**src/rtl/vramq_pkg.sv**
```systemverilog
// Shared types, defaults and the forwarding priority helper for vram_write_queue.
package vramq_pkg;

  localparam int VRAMQ_AW        = 11;
  localparam int VRAMQ_DW        = 8;
  localparam int VRAMQ_DEPTH     = 4;
  // Upper bound on DEPTH that newest_match() can scan.
  localparam int VRAMQ_MAX_DEPTH = 32;
  localparam int VRAMQ_IDX_W     = $clog2(VRAMQ_MAX_DEPTH);

  typedef struct packed {
    logic [VRAMQ_AW-1:0] addr;
    logic [VRAMQ_DW-1:0] data;
  } vramq_entry_t;

  typedef struct packed {
    logic                   hit;
    logic [VRAMQ_IDX_W-1:0] idx;
  } vramq_match_t;

  // Returns the slot of the newest entry flagged in hit_mask. Slots are
  // scanned from oldest (wr_ptr - depth) to newest (wr_ptr - 1) so a later
  // hit overrides an earlier one. depth must be a power of two.
  function automatic vramq_match_t newest_match(
    input logic [VRAMQ_MAX_DEPTH-1:0] hit_mask,
    input int                         wr_ptr,
    input int                         depth
  );
    vramq_match_t           m;
    logic [VRAMQ_IDX_W-1:0] sel;
    m = '0;
    for (int k = VRAMQ_MAX_DEPTH; k >= 1; k--) begin
      if (k <= depth) begin
        sel = VRAMQ_IDX_W'((wr_ptr + depth - k) & (depth - 1));
        if (hit_mask[sel]) begin
          m.hit = 1'b1;
          m.idx = sel;
        end
      end
    end
    return m;
  endfunction

endpackage

```
**src/rtl/vram_write_queue_if.sv**
```systemverilog
// CPU-side and RAM port-A signal bundle for vram_write_queue.
// slave: the queue itself; master: CPU glue plus RAM port A.
interface vram_write_queue_if
  import vramq_pkg::*;
#(
  parameter int DEPTH = VRAMQ_DEPTH,
  parameter int AW    = VRAMQ_AW,
  parameter int DW    = VRAMQ_DW
);

  localparam int LW = $clog2(DEPTH) + 1;

  // CPU side
  logic          cpu_clken;
  logic          wr_req;
  logic [AW-1:0] wr_addr;
  logic [DW-1:0] wr_data;
  logic [AW-1:0] rd_addr;
  logic [DW-1:0] rd_data;
  logic          full;
  logic [LW-1:0] level;
  logic          overflow;

  // RAM port A
  logic [DW-1:0] ram_q;
  logic          ram_we;
  logic [AW-1:0] ram_addr;
  logic [DW-1:0] ram_din;

  modport slave (
    input  cpu_clken, wr_req, wr_addr, wr_data, rd_addr, ram_q,
    output rd_data, full, level, overflow, ram_we, ram_addr, ram_din
  );

  modport master (
    output cpu_clken, wr_req, wr_addr, wr_data, rd_addr, ram_q,
    input  rd_data, full, level, overflow, ram_we, ram_addr, ram_din
  );

endinterface

```
**src/rtl/vramq_fifo.sv**
```systemverilog
// Register-file FIFO of write entries. Exposes every slot plus a valid mask
// so the top level can forward pending data to CPU reads.
// The caller guarantees no push when full without a pop, and no pop when empty.
module vramq_fifo
  import vramq_pkg::*;
#(
  parameter int  DEPTH   = VRAMQ_DEPTH,
  parameter type entry_t = vramq_entry_t,
  localparam int PW      = $clog2(DEPTH),
  localparam int LW      = PW + 1
) (
  input  logic             clk,
  input  logic             rst,
  input  logic             push_i,
  input  entry_t           push_data_i,
  input  logic             pop_i,
  output entry_t           head_o,
  output entry_t           entries_o [DEPTH],
  output logic [DEPTH-1:0] valid_o,
  output logic [PW-1:0]    wr_ptr_o,
  output logic [LW-1:0]    level_o,
  output logic             full_o,
  output logic             empty_o
);

  entry_t        mem_q [DEPTH];
  logic [PW-1:0] wr_ptr_q, wr_ptr_d;
  logic [PW-1:0] rd_ptr_q, rd_ptr_d;
  logic [LW-1:0] level_q, level_d;
  logic [PW-1:0] offs;

  // Next-state for pointers and occupancy; pointers wrap naturally at DEPTH.
  always_comb begin
    wr_ptr_d = wr_ptr_q + PW'(push_i);
    rd_ptr_d = rd_ptr_q + PW'(pop_i);
    level_d  = level_q + LW'(push_i) - LW'(pop_i);
  end

  // Pointer and occupancy registers.
  always_ff @(posedge clk) begin
    // NOTE: state is updated with <= so every register samples pre-edge values.
    if (rst) begin
      wr_ptr_q <= '0;
      rd_ptr_q <= '0;
      level_q  <= '0;
    end else begin
      wr_ptr_q <= wr_ptr_d;
      rd_ptr_q <= rd_ptr_d;
      level_q  <= level_d;
    end
  end

  // Entry storage.
  // NOTE: the storage array has no reset; slots are only read when valid_o says so.
  always_ff @(posedge clk) begin
    if (push_i) mem_q[wr_ptr_q] <= push_data_i;
  end

  // A slot is valid when its distance from the read pointer is below the level.
  always_comb begin
    // NOTE: defaults first so no path through the loop leaves a bit unassigned.
    valid_o = '0;
    offs    = '0;
    for (int i = 0; i < DEPTH; i++) begin
      offs       = PW'(i) - rd_ptr_q;
      valid_o[i] = ({1'b0, offs} < level_q);
    end
  end

  assign head_o    = mem_q[rd_ptr_q];
  assign entries_o = mem_q;
  assign wr_ptr_o  = wr_ptr_q;
  assign level_o   = level_q;
  assign full_o    = (level_q == LW'(DEPTH));
  assign empty_o   = (level_q == '0);

endmodule

```
**src/rtl/vram_write_queue.sv**
```systemverilog
// CPU-side write queue for the dual-port video RAMs.
// Buffers CPU writes, drains one per clk onto RAM port A through registered
// outputs, and forwards pending data to CPU reads of the same address.
// Optional build macro VRAMQ_VBLANK_DRAIN_EN: drain only while vblank=1;
// otherwise the drain is always enabled and vblank is ignored.
// DEPTH must be a power of two, 2..VRAMQ_MAX_DEPTH.
module vram_write_queue
  import vramq_pkg::*;
#(
  parameter int DEPTH = VRAMQ_DEPTH,
  parameter int AW    = VRAMQ_AW,
  parameter int DW    = VRAMQ_DW
) (
  input logic                clk,
  input logic                rst,
  input logic                vblank,
  vram_write_queue_if.slave  q_if
);

  localparam int PW = $clog2(DEPTH);
  localparam int LW = PW + 1;

  typedef struct packed {
    logic [AW-1:0] addr;
    logic [DW-1:0] data;
  } entry_t;

  logic          drain_en;
  logic          cpu_wr;
  logic          push;
  logic          pop;
  logic          full;
  logic          empty;
  logic [PW-1:0] wr_ptr;
  logic [LW-1:0] level;
  entry_t        push_entry;
  entry_t        head;
  entry_t        entries [DEPTH];
  logic [DEPTH-1:0] valid;

  logic          ram_we_q,   ram_we_d;
  logic [AW-1:0] ram_addr_q, ram_addr_d;
  logic [DW-1:0] ram_din_q,  ram_din_d;
  logic          overflow_q, overflow_d;

  logic [VRAMQ_MAX_DEPTH-1:0] hit_mask;
  vramq_match_t               fwd;
  logic [DW-1:0]              rd_data;

`ifdef VRAMQ_VBLANK_DRAIN_EN
  // Writes pile up during active video and drain only in vertical blank.
  assign drain_en = vblank;
`else
  // Drain continuously; vblank stays on the port but has no effect.
  logic unused_vblank;
  assign unused_vblank = vblank;
  assign drain_en      = 1'b1;
`endif

  // A pop frees a slot in the same cycle, so a push is legal while full if draining.
  assign cpu_wr     = q_if.wr_req & q_if.cpu_clken;
  assign pop        = ~empty & drain_en;
  assign push       = cpu_wr & (~full | pop);
  assign push_entry = {q_if.wr_addr, q_if.wr_data};

  vramq_fifo #(
    .DEPTH   (DEPTH),
    .entry_t (entry_t)
  ) u_fifo (
    .clk         (clk),
    .rst         (rst),
    .push_i      (push),
    .push_data_i (push_entry),
    .pop_i       (pop),
    .head_o      (head),
    .entries_o   (entries),
    .valid_o     (valid),
    .wr_ptr_o    (wr_ptr),
    .level_o     (level),
    .full_o      (full),
    .empty_o     (empty)
  );

  // Load the head entry into the RAM port on a pop; otherwise hold address/data.
  always_comb begin
    ram_we_d   = pop;
    ram_addr_d = ram_addr_q;
    ram_din_d  = ram_din_q;
    if (pop) begin
      ram_addr_d = head.addr;
      ram_din_d  = head.data;
    end
  end

  // Sticky flag for a write dropped because the queue was full and not draining.
  always_comb begin
    overflow_d = overflow_q | (cpu_wr & full & ~pop);
  end

  // RAM port-A output registers and overflow flag.
  always_ff @(posedge clk) begin
    if (rst) begin
      ram_we_q   <= 1'b0;
      ram_addr_q <= '0;
      ram_din_q  <= '0;
      overflow_q <= 1'b0;
    end else begin
      ram_we_q   <= ram_we_d;
      ram_addr_q <= ram_addr_d;
      ram_din_q  <= ram_din_d;
      overflow_q <= overflow_d;
    end
  end

  // Read forwarding: newest queued match, then the write in flight, then the RAM.
  always_comb begin
    hit_mask = '0;
    for (int i = 0; i < DEPTH; i++) begin
      hit_mask[i] = valid[i] && (entries[i].addr == q_if.rd_addr);
    end
    fwd = newest_match(hit_mask, int'(wr_ptr), DEPTH);
    if (fwd.hit) begin
      rd_data = entries[fwd.idx[PW-1:0]].data;
    end else if (ram_we_q && (ram_addr_q == q_if.rd_addr)) begin
      rd_data = ram_din_q;
    end else begin
      rd_data = q_if.ram_q;
    end
  end

  assign q_if.rd_data  = rd_data;
  assign q_if.ram_we   = ram_we_q;
  assign q_if.ram_addr = ram_addr_q;
  assign q_if.ram_din  = ram_din_q;
  assign q_if.full     = full;
  assign q_if.level    = level;
  assign q_if.overflow = overflow_q;

endmodule

```
**src/flat_wrapper.sv**
```systemverilog
// flat-port wrapper written by rule: the top's interface ports become plain ports
module vram_write_queue_flat import vramq_pkg::*;
#(
  parameter int DEPTH = VRAMQ_DEPTH,
  parameter int AW    = VRAMQ_AW,
  parameter int DW    = VRAMQ_DW
)
  (clk, rst, vblank, q_if_cpu_clken, q_if_wr_req, q_if_wr_addr, q_if_wr_data, q_if_rd_addr, q_if_ram_q, q_if_rd_data, q_if_full, q_if_level, q_if_overflow, q_if_ram_we, q_if_ram_addr, q_if_ram_din);
  vram_write_queue_if #(.DEPTH(DEPTH), .AW(AW), .DW(DW)) q_if_i ();
  input logic clk;
  input logic rst;
  input logic vblank;
  input wire logic [$bits(q_if_i.cpu_clken)-1:0] q_if_cpu_clken;
  input wire logic [$bits(q_if_i.wr_req)-1:0] q_if_wr_req;
  input wire logic [$bits(q_if_i.wr_addr)-1:0] q_if_wr_addr;
  input wire logic [$bits(q_if_i.wr_data)-1:0] q_if_wr_data;
  input wire logic [$bits(q_if_i.rd_addr)-1:0] q_if_rd_addr;
  input wire logic [$bits(q_if_i.ram_q)-1:0] q_if_ram_q;
  output wire logic [$bits(q_if_i.rd_data)-1:0] q_if_rd_data;
  output wire logic [$bits(q_if_i.full)-1:0] q_if_full;
  output wire logic [$bits(q_if_i.level)-1:0] q_if_level;
  output wire logic [$bits(q_if_i.overflow)-1:0] q_if_overflow;
  output wire logic [$bits(q_if_i.ram_we)-1:0] q_if_ram_we;
  output wire logic [$bits(q_if_i.ram_addr)-1:0] q_if_ram_addr;
  output wire logic [$bits(q_if_i.ram_din)-1:0] q_if_ram_din;
  assign q_if_i.cpu_clken = q_if_cpu_clken;
  assign q_if_i.wr_req = q_if_wr_req;
  assign q_if_i.wr_addr = q_if_wr_addr;
  assign q_if_i.wr_data = q_if_wr_data;
  assign q_if_i.rd_addr = q_if_rd_addr;
  assign q_if_i.ram_q = q_if_ram_q;
  assign q_if_rd_data = q_if_i.rd_data;
  assign q_if_full = q_if_i.full;
  assign q_if_level = q_if_i.level;
  assign q_if_overflow = q_if_i.overflow;
  assign q_if_ram_we = q_if_i.ram_we;
  assign q_if_ram_addr = q_if_i.ram_addr;
  assign q_if_ram_din = q_if_i.ram_din;
  vram_write_queue #(.DEPTH(DEPTH), .AW(AW), .DW(DW)) u_core (.clk(clk), .rst(rst), .vblank(vblank), .q_if(q_if_i));
endmodule
```
**config.mk**
```make
export PLATFORM = sky130hd
export DESIGN_NAME = vram_write_queue_flat
export DESIGN_NICKNAME = d
export VERILOG_FILES = /design/src/rtl/vramq_pkg.sv /design/src/rtl/vram_write_queue_if.sv /design/src/rtl/vramq_fifo.sv /design/src/rtl/vram_write_queue.sv /design/src/flat_wrapper.sv
export SDC_FILE = /design/constraint.sdc
export NUM_CORES = 1
export LEC_CHECK = 0
export CORE_MARGIN = 10
export CORE_UTILIZATION = 59
export CTS_BUF_LIST = sky130_fd_sc_hd__clkbuf_8
export DETAILED_ROUTE_END_ITERATION = 8
export PLACE_DENSITY = 0.87
export SYNTH_ARGS = -nofsm -noshare
export SYNTH_HDL_FRONTEND = slang
export SYNTH_HIERARCHICAL = 1
export SYNTH_SLANG_ARGS = --single-unit
```
**constraint.sdc**
```tcl
create_clock -name clk -period 8 [get_ports clk]
set_clock_uncertainty 0.1 [all_clocks]
set_input_delay 1.6 -clock clk [delete_from_list [all_inputs] [get_ports clk]]
set_output_delay 1.6 -clock clk [all_outputs]
set_load 0.1 [all_outputs]
```
# ---- Word-level counts from Yosys, hierarchy flattened
# Cells that the tools add are included.
dict set report classes {
  order_cmp 12
  reduce_logical 7
  bitwise 11
  eq_ne 6
  addsub 13
  muxes 23
}
# op count
set ops {}
lappend ops {{$bmux 19 s2} 2}
lappend ops {{$bwmux 76} 1}
lappend ops {{$mux 19} 3}
lappend ops {{$eq 11x11->1} 5}
lappend ops {{$demux 19 s2} 1}
lappend ops {{$mux 8} 4}
lappend ops {{$lt 2x6->1 const B} 4}
lappend ops {{$mux 6} 4}
lappend ops {{$lt 2x3->1} 4}
lappend ops {{$ge 3x3->1 const B} 3}
lappend ops {{$not 2->3} 3}
lappend ops {{$bmux 1 s2} 4}
lappend ops {{$logic_and 1x1->1} 6}
lappend ops {{$add 2x1->2} 2}
lappend ops {{$and 1x1->1} 4}
lappend ops {{$mux 1} 4}
lappend ops {{$sub 1x2->2 const A} 2}
lappend ops {{$sub 2x1->2 const B} 2}
lappend ops {{$sub 2x2->2 const A} 2}
lappend ops {{$sub 2x2->2 const B} 2}
lappend ops {{$add 3x1->3} 1}
lappend ops {{$eq 3x3->1 const B} 1}
lappend ops {{$logic_not 3->1} 1}
lappend ops {{$lt 3x1->1 const B} 1}
lappend ops {{other kinds (4)} 6}
dict set report word_totals {
  inputBits 43
  output_inout_bits 33
  word_cells 87
  reg_bits 104
}

# ---- Logic depth before layout (Yosys ltp)
# Gate-level depths: netlist of run 1.
dict set report logic_depth {
  ltp_word 14
  ltp_mapped 16
  depth_no_buf 11
}

# ---- By module
# Netlist of run 1, hierarchy kept.
# module cells_per_inst area_per_inst_um2 n_inst
set modules_own_cells {}
lappend modules_own_cells {vramq_fifo 151 3236.9 1}
lappend modules_own_cells {vram_write_queue 234 2147.1 1}

# ---- Worst setup path after synthesis of run 1
# Ideal clock, no wire load.
dict set report synth_timing {
  path_type {input -> output}
  from {input port q_if_rd_addr[9]}
  to {output port q_if_rd_data[1]}
  n_path_buf 4
  required_ns 6.300
  cell_stages 11
  t_arrival_ns 5.566
  path_slack_ns 0.734
  cell_sequence {buf_4 > xor2_1 > nor4_4 > and4_4 > o21a_1 > buf_6 > or3_1 > buf_6 > buf_12 > o211a_1 > a211oi_1}
}
dict set report synth_via {
  elab_chain_cells 13
}
# element line_no
set synth_rtl {}
lappend synth_rtl {{start, declared} flat_wrapper.sv:17} ;# input wire logic [$bits(q_if_i.rd_addr)-1:0] q_if_rd_addr;
lappend synth_rtl {{$eq 11x11->1} vram_write_queue.sv:119} ;# hit_mask[i] = valid[i] && (entries[i].addr == q_if.rd_addr);
lappend synth_rtl {{$logic_and 1x1->1} vram_write_queue.sv:119}
lappend synth_rtl {{$bmux 1 s2} vramq_pkg.sv:35} ;# if (hit_mask[sel]) begin
lappend synth_rtl {{$mux 1 (not written as such)} vramq_pkg.sv:35}
lappend synth_rtl {{$mux 6 (4 in series)} vramq_pkg.sv:35}
lappend synth_rtl {{$not 2->3 (not written as such)} vram_write_queue.sv:123} ;# rd_data = entries[fwd.idx[PW-1:0]].data;
lappend synth_rtl {{$bmux 19 s2} vram_write_queue.sv:123}
lappend synth_rtl {{$mux 8 (not written as such) (2 in series)} vram_write_queue.sv:123}
lappend synth_rtl {{$mux 8 *} vram_write_queue.sv:122} ;# if (fwd.hit) begin
lappend synth_rtl {{end, declared} flat_wrapper.sv:19} ;# output wire logic [$bits(q_if_i.rd_data)-1:0] q_if_rd_data;
# Every way passes the cells marked *; elsewhere a longest branch is shown, timed or not. The select of a mux whose other input is x is not followed.

# ---- Worst setup path in the final report of run 1
dict set report layout_timing {
  from {input port q_if_rd_addr[0]}
  to {output port q_if_rd_data[7]}
}
# The elaborated chain is that of the path after synthesis.

==> results of run 1 <==
[power breakdown]
group          total (uW)  switching, uW  internal (uW)
sequential            734           85.4            648
combinational         951            624            328
clock                 383            176            207
[critical path: stages]
cell	delay, ns
clkdlybuf4s50_1	0.61
xor2_2	0.27
nor4_2	0.48
nand4_1	0.18
a21oi_2	0.44
or3_1	0.67
mux2i_1	0.16
a211oi_1	0.33
buf_4	0.35
[flip-flops by register name, summed over array words and instances (netlist names)]
register,count
u_core/u_fifo/wr_ptr_o,2
u_core/q_if.overflow,1
u_core/u_fifo/level_o,3
u_core/q_if.ram_din,8
u_core/u_fifo/entries_o,76
u_core/q_if.ram_addr,11
u_core/u_fifo/rd_ptr_q,2
u_core/q_if.ram_we,1
[layer usage]
layer	GRT usage	part of all wire	wire length [um]	vias to the layer above
li1	-	-	-	1556
met1	0.2344	0.40	4892	1658
met2	0.3204	0.51	6313	122
met3	0.03721	0.076	934	14
met4	0.07179	0.014	170	0
met5	0	0	0	-
[cell type report]
class	count	share of cell area
Clock inverter	7	0.01810
Multi-Input combinational cell	241	0.3599
Clock buffer	9	0.01969
Tap cell	108	0.02148
Sequential cell	104	0.4520
Timing Repair Buffer	78	0.1194
Inverter	16	0.009548
[how the worst min path moves through the flow]
stage | to | depth (start not counted) | slack, ns
2_1_floorplan | u_core/u_fifo/rd_ptr_q[0]$_SDFF_PP0_ | 2 | 0.47
3_3_place_gp | u_core/q_if.overflow$_SDFF_PP0_ | 2 | 0.36
3_5_place_dp | u_core/q_if.overflow$_SDFF_PP0_ | 2 | 0.36
4_1_cts | u_core/q_if.overflow$_SDFF_PP0_ | 2 | 0.39
5_1_grt | u_core/q_if.overflow$_SDFF_PP0_ | 2 | 0.41
6_report | u_core/q_if.overflow$_SDFF_PP0_ | 2 | 0.38
[cells in the mapped netlist, drive strengths merged, types with 2 or more instances]
cell type	n
a211oi	8
a21oi	7
and2	8
and3	4
and4	2
buf	21
clkbuf	3
dfxtp	28
edfxtp	76
ha	8
inv	16
mux2i	35
mux4	19
nand2	4
nand4	14
nor2	27
nor2b	3
nor3	5
nor3b	2
nor4	4
o211a	8
o31ai	8
or2	3
xnor2	51
xor2	9
[kinds of logic (layout without fill, tap and decap cells)]
logic type               after synthesis  after routing  synth area share
AO/OA/AOI/OAI                         37             37           0.05508
XOR/XNOR                              60             60            0.1004
adder cells (fa/ha/maj)                9              9           0.02231
buffers and inverters                 40            110           0.05345
flip-flops                           104            104            0.5280
multiplexers                          54             54            0.1459
AND/OR/NAND/NOR                       81             81           0.09482
[metrics by stage]
stage | hold WS (ns) | power, uW | cells
2_1_floorplan | 0.4694 | 1488 | 385
3_3_place_gp | 0.3554 | 1670 | 547
3_5_place_dp | 0.3630 | 1699 | 547
4_1_cts | 0.3859 | 2081 | 563
5_1_grt | 0.4145 | 2159 | 563
6_report | 0.3838 | 2068 | 563
==> flow_summary.ini, run 1 <==
[setup_path]
end_kind = primary output
cp-start-kind = primary input
path_max_fanout = 16
r2r_cells = 6
timing.rr.start = u_core/u_fifo/level_o[1]$_SDFF_PP0_
crit_end = q_if_rd_data[7]
criticalPathCategory = in2out
cp-startpoint = q_if_rd_addr[0]
cp_data_arrival_time_ns = 5.09
reg2reg_slack_ns = 5.13
worstReg2RegEnd = u_core/u_fifo/entries_o[32]$_DFFE_PP_
crit_required_ns = 6.30

[detailed_routing]
drc = 0
wirelength_um = 12310
via_per_inst = 5.950
via_count = 3350
drt_first_pass_iters = 4
final_antenna_net_count = 0
drt_iter0_markers = 200
wl_per_cell_um = 21.87

[finish]
final_util = 0.7143
multi_input_area_um2 = 2263
final_cell_mix = edfxtp_1, clkdlybuf4s50_1, xnor2_1
fill_cells = 583
drive_gt1_frac = 0.1385
nets = 502
antenna_cells = 0
syn_to_final_growth_pct = 16.83
final_area_um2 = 6290
layout_commonest_cell = edfxtp_1
seqCellArea_um2 = 2843

[synth]
synth_area_leaders = edfxtp_1, dfxtp_1, xnor2_1
async_flop_share = 0
synth-edff-count = 76
syn_area_um2 = 5384
synth_top_area_share = 0.4239
synthFlopType = edfxtp_1
yosysTopAreaCell = edfxtp_1
synth-seq-area-share = 0.5280
ys_warn_count = 6
ys_seq_elements = 104
synthCells = 385
yosys.cell_types.count = 53
syn_nets = 437
syn_avg_cell_area_um2 = 13.98

[clocking]
post_cts_buffers = 0
clock_latency_ns = 0.36
clockBufferDepth = 2
clk_pin_slew_worst_paths_ns = 0.09
clock-root-buffer = clkbuf_8
htreeDepth = 3
ctsHoldBuffers = 0
numCtsBuffers = 9
tritoncts = done
cts-resized-gates = 0
clkSinkCount = 104

[floorplan]
die_w_um = 115.5
die_area_um2 = 13350
dieHeight_um = 115.5
io_pins = 76
fp-row-count = 34
core_um2 = 8806
initial_core_util = 0.6114

[placement]
io_buffer_count = 74
post-place-ws_ns = 1.229
gp_congestion = 0.8561
place_area_um2 = 6052
dp_hpwl_um = 8846

[global_route]
grt_antenna_before_repair = 0
grt_max_degree = 29
grtUsageTotal = 0.1890
grt_pass1_vias = 3612
grt.overflow.total = 0
grt_first_pass_wirelength_um = 19370

[outcome]
status = completed

[pwr]
ir_drop_mv = 0.1827
total_leakage_power_uw = 0.002252
power_density_nw_per_um2 = 328.8

[timing]
finalHoldViolCount = 0
finalCritPeriodShare = 0.8492
fin_crit_ns = 6.794
fin_ws_ns = 1.206
finalSetupViolCount = 0
grt_setup_unrepaired = no
finalSetupTns_ns = 0
fmaxAchievable_mhz = 147.2
maxSlewHeadroom = 0.1560
drv_slew = 0
worst_slew_pin_slew_ns = 1.254

[min_path]
holdCritPathClass = reg2reg
hold_start = u_core/q_if.overflow$_SDFF_PP0_

[run]
maxCapViolCount = 0
(Power assumes the default switching activity.)
==> inputs of run 2 (changes only) <==
--- a/config.mk
+++ b/config.mk
@@ -6,10 +6,10 @@
 export NUM_CORES = 1
 export LEC_CHECK = 0
 export CORE_MARGIN = 10
-export CORE_UTILIZATION = 59
+export CORE_UTILIZATION = 51
 export CTS_BUF_LIST = sky130_fd_sc_hd__clkbuf_8
 export DETAILED_ROUTE_END_ITERATION = 8
-export PLACE_DENSITY = 0.87
+export PLACE_DENSITY = 0.8
 export SYNTH_ARGS = -nofsm -noshare
 export SYNTH_HDL_FRONTEND = slang
 export SYNTH_HIERARCHICAL = 1
==> constraint.sdc (replaced) <==
create_clock -name clk -period 5.6 [get_ports clk]
set_clock_uncertainty 0.1 [all_clocks]
set_input_delay 1.12 -clock clk [delete_from_list [all_inputs] [get_ports clk]]
set_output_delay 1.12 -clock clk [all_outputs]
set_load 0.1 [all_outputs]
==> run 2 against run 1 <==
  * Clock power up 19%
  * Wire length up 1.7%
  * Critical endpoint is now q_if_rd_data[6]
  * Cell area up 4.3%
  * Non-clock buffer count up 10
  * First-iteration DRC count up 29%
  * Register-to-register slack worse by 2.4 ns
  * Power up 40%
  * Worst hold slack better by 0.027 ns
==> flow_summary.ini, run 2 (synthesized netlist as in run 1, its figures left out) <==
[timing]
drv_slew = 0
finalHoldViolCount = 0
finalSetupTns_ns = 0
fin_crit_ns = 5.224
finalCritPeriodShare = 0.9328
maxSlewHeadroom = 0.2141
worst_slew_pin_slew_ns = 1.175
finalSetupViolCount = 0
grt_setup_unrepaired = no
fmaxAchievable_mhz = 191.4

[setup_path]
cp-start-kind = primary input
path_common_cell = buf_12
crit_required_ns = 4.38
end_kind = primary output
path_max_fanout = 16
worst_path_largest_cell_delay_ns = 0.68
timing.rr.start = u_core/u_fifo/level_o[1]$_SDFF_PP0_
worstPathCellList = clkdlybuf4s50_1, xnor2_1, nand4_1, nor3_4, a21oi_2, or3_1, buf_12, o211a_1, a211oi_4, buf_12
crit_end = q_if_rd_data[6]
worstReg2RegEnd = u_core/u_fifo/entries_o[65]$_DFFE_PP_
criticalPathCategory = in2out
r2r_cells = 5
slowest_stage = clkdlybuf4s50_1
reg2reg_slack_ns = 2.68
cp-startpoint = q_if_rd_addr[0]
cp_data_arrival_time_ns = 4.00

[placement]
io_buffer_count = 74
dp_hpwl_um = 8992
placed_cells_incl_taps = 585
gp_congestion = 0.8883

[floorplan]
die_area_um2 = 15070
die_w_um = 122.7
io_pins = 76
initial_core_util = 0.5215
core_um2 = 10320
dieHeight_um = 122.7
fp-row-count = 37

[finish]
final_cell_mix = edfxtp_1, clkdlybuf4s50_1, xnor2_1
layout_commonest_cell = edfxtp_1
nets = 512
antenna_cells = 0
syn_to_final_growth_pct = 21.82
largest_reg_flops = 76
fin_cells = 601
drive_gt1_frac = 0.1720

[clocking]
clock_latency_ns = 0.36
htreeDepth = 3
clk_pin_slew_worst_paths_ns = 0.09
clockBufferDepth = 2
clkSinkCount = 104
ctsHoldBuffers = 0
numCtsBuffers = 9
cts-resized-gates = 0
post_cts_buffers = 0
clock-root-buffer = clkbuf_8
tritoncts = done

[global_route]
grt_antenna_before_repair = 0
grt_max_degree = 29
grtUsageTotal = 0.1684
grt_pass1_vias = 3655
grt_first_pass_wirelength_um = 19470
grt.overflow.total = 0

[pwr]
ir_drop_mv = 0.3008
power_density_nw_per_um2 = 439.9
total_leakage_power_uw = 0.002341

[detailed_routing]
via_per_inst = 5.587
drc = 0
drt_first_pass_iters = 4
wirelength_um = 12520
final_antenna_net_count = 0
wl_per_cell_um = 20.83
drt_iter0_markers = 258
via_count = 3358

[run]
maxCapViolCount = 0

[outcome]
status = completed

[min_path]
holdCritPathClass = reg2reg
[run 2: cell types whose count changed in the layout (fill, tap and decap cells not counted)]
cell,change
bufinv_16,-2
clkinv_1,+1
a211oi_4,+7
buf_4,+1
a211oi_1,-7
inv_1,-1
buf_12,+9
clkinvlp_4,-1
clkinv_4,+3
[run 2: area by class of cell]
| type | instances | area (um2) |
|---|---|---|
| Multi-Input combinational cell | 241 | 2351 |
| Sequential cell | 104 | 2843 |
| Clock inverter | 7 | 72.57 |
| Fill cell | 741 | 3765 |
| Clock buffer | 9 | 123.9 |
| Tap cell | 136 | 170.2 |
| Timing Repair Buffer | 88 | 938.4 |
| Inverter | 16 | 60.06 |
[run 2: worst max-delay path, delay by kind of cell]
family	cells	cell delay (ns)
and+or+nand+nor	3	0.98
AOI/OAI and AO/OA	3	0.64
buffers and inverters	3	1.08
xor gates and xnor gates	1	0.16
[run 2: worst min-delay path by stage]
stage	slack [ns]	endpoint	start	cells past startpoint
after floorplan	0.47	u_core/u_fifo/rd_ptr_q[0]$_SDFF_PP0_	u_core/u_fifo/rd_ptr_q[0]$_SDFF_PP0_	2
after global placement	0.36	u_core/q_if.overflow$_SDFF_PP0_	u_core/q_if.overflow$_SDFF_PP0_	2
after detailed placement	0.38	u_core/q_if.overflow$_SDFF_PP0_	u_core/q_if.overflow$_SDFF_PP0_	2
after CTS	0.41	u_core/q_if.overflow$_SDFF_PP0_	u_core/q_if.overflow$_SDFF_PP0_	2
after global routing	0.46	u_core/q_if.overflow$_SDFF_PP0_	u_core/q_if.overflow$_SDFF_PP0_	2
final	0.41	u_core/q_if.overflow$_SDFF_PP0_	u_core/q_if.overflow$_SDFF_PP0_	2
[run 2: metrics by stage]
| stage | total power, uW | instance area, um2 | setup slack, ns | hold WS [ns] | util |
|---|---|---|---|---|---|
| 2_1_floorplan | 2130 | 5472 | -0.1835 | 0.4694 | - |
| 3_3_place_gp | 2415 | 6362 | 0.4580 | 0.3593 | 0.6163 |
| 3_5_place_dp | 2450 | 6362 | 0.4033 | 0.3816 | 0.6163 |
| 4_1_cts | 2906 | 6559 | 0.3835 | 0.4062 | 0.6353 |
| 5_1_grt | 3016 | 6559 | 0.2471 | 0.4569 | 0.6353 |
| 6_report | 2886 | 6559 | 0.3765 | 0.4111 | 0.6353 |
[run 2: where the power goes]
part | switching [uW] | total, uW | internal, uW
Sequential | 102 | 1030 | 926
Combinational | 919 | 1400 | 484
Clock | 247 | 454 | 207
[run 2: layer usage]
layer,track usage,part of all wire,vias to the layer above
met5,0,0,-
met4,0.05376,0.0089,0
met3,0.04454,0.092,9
met2,0.2915,0.51,113
met1,0.1996,0.39,1674
li1,-,-,1562
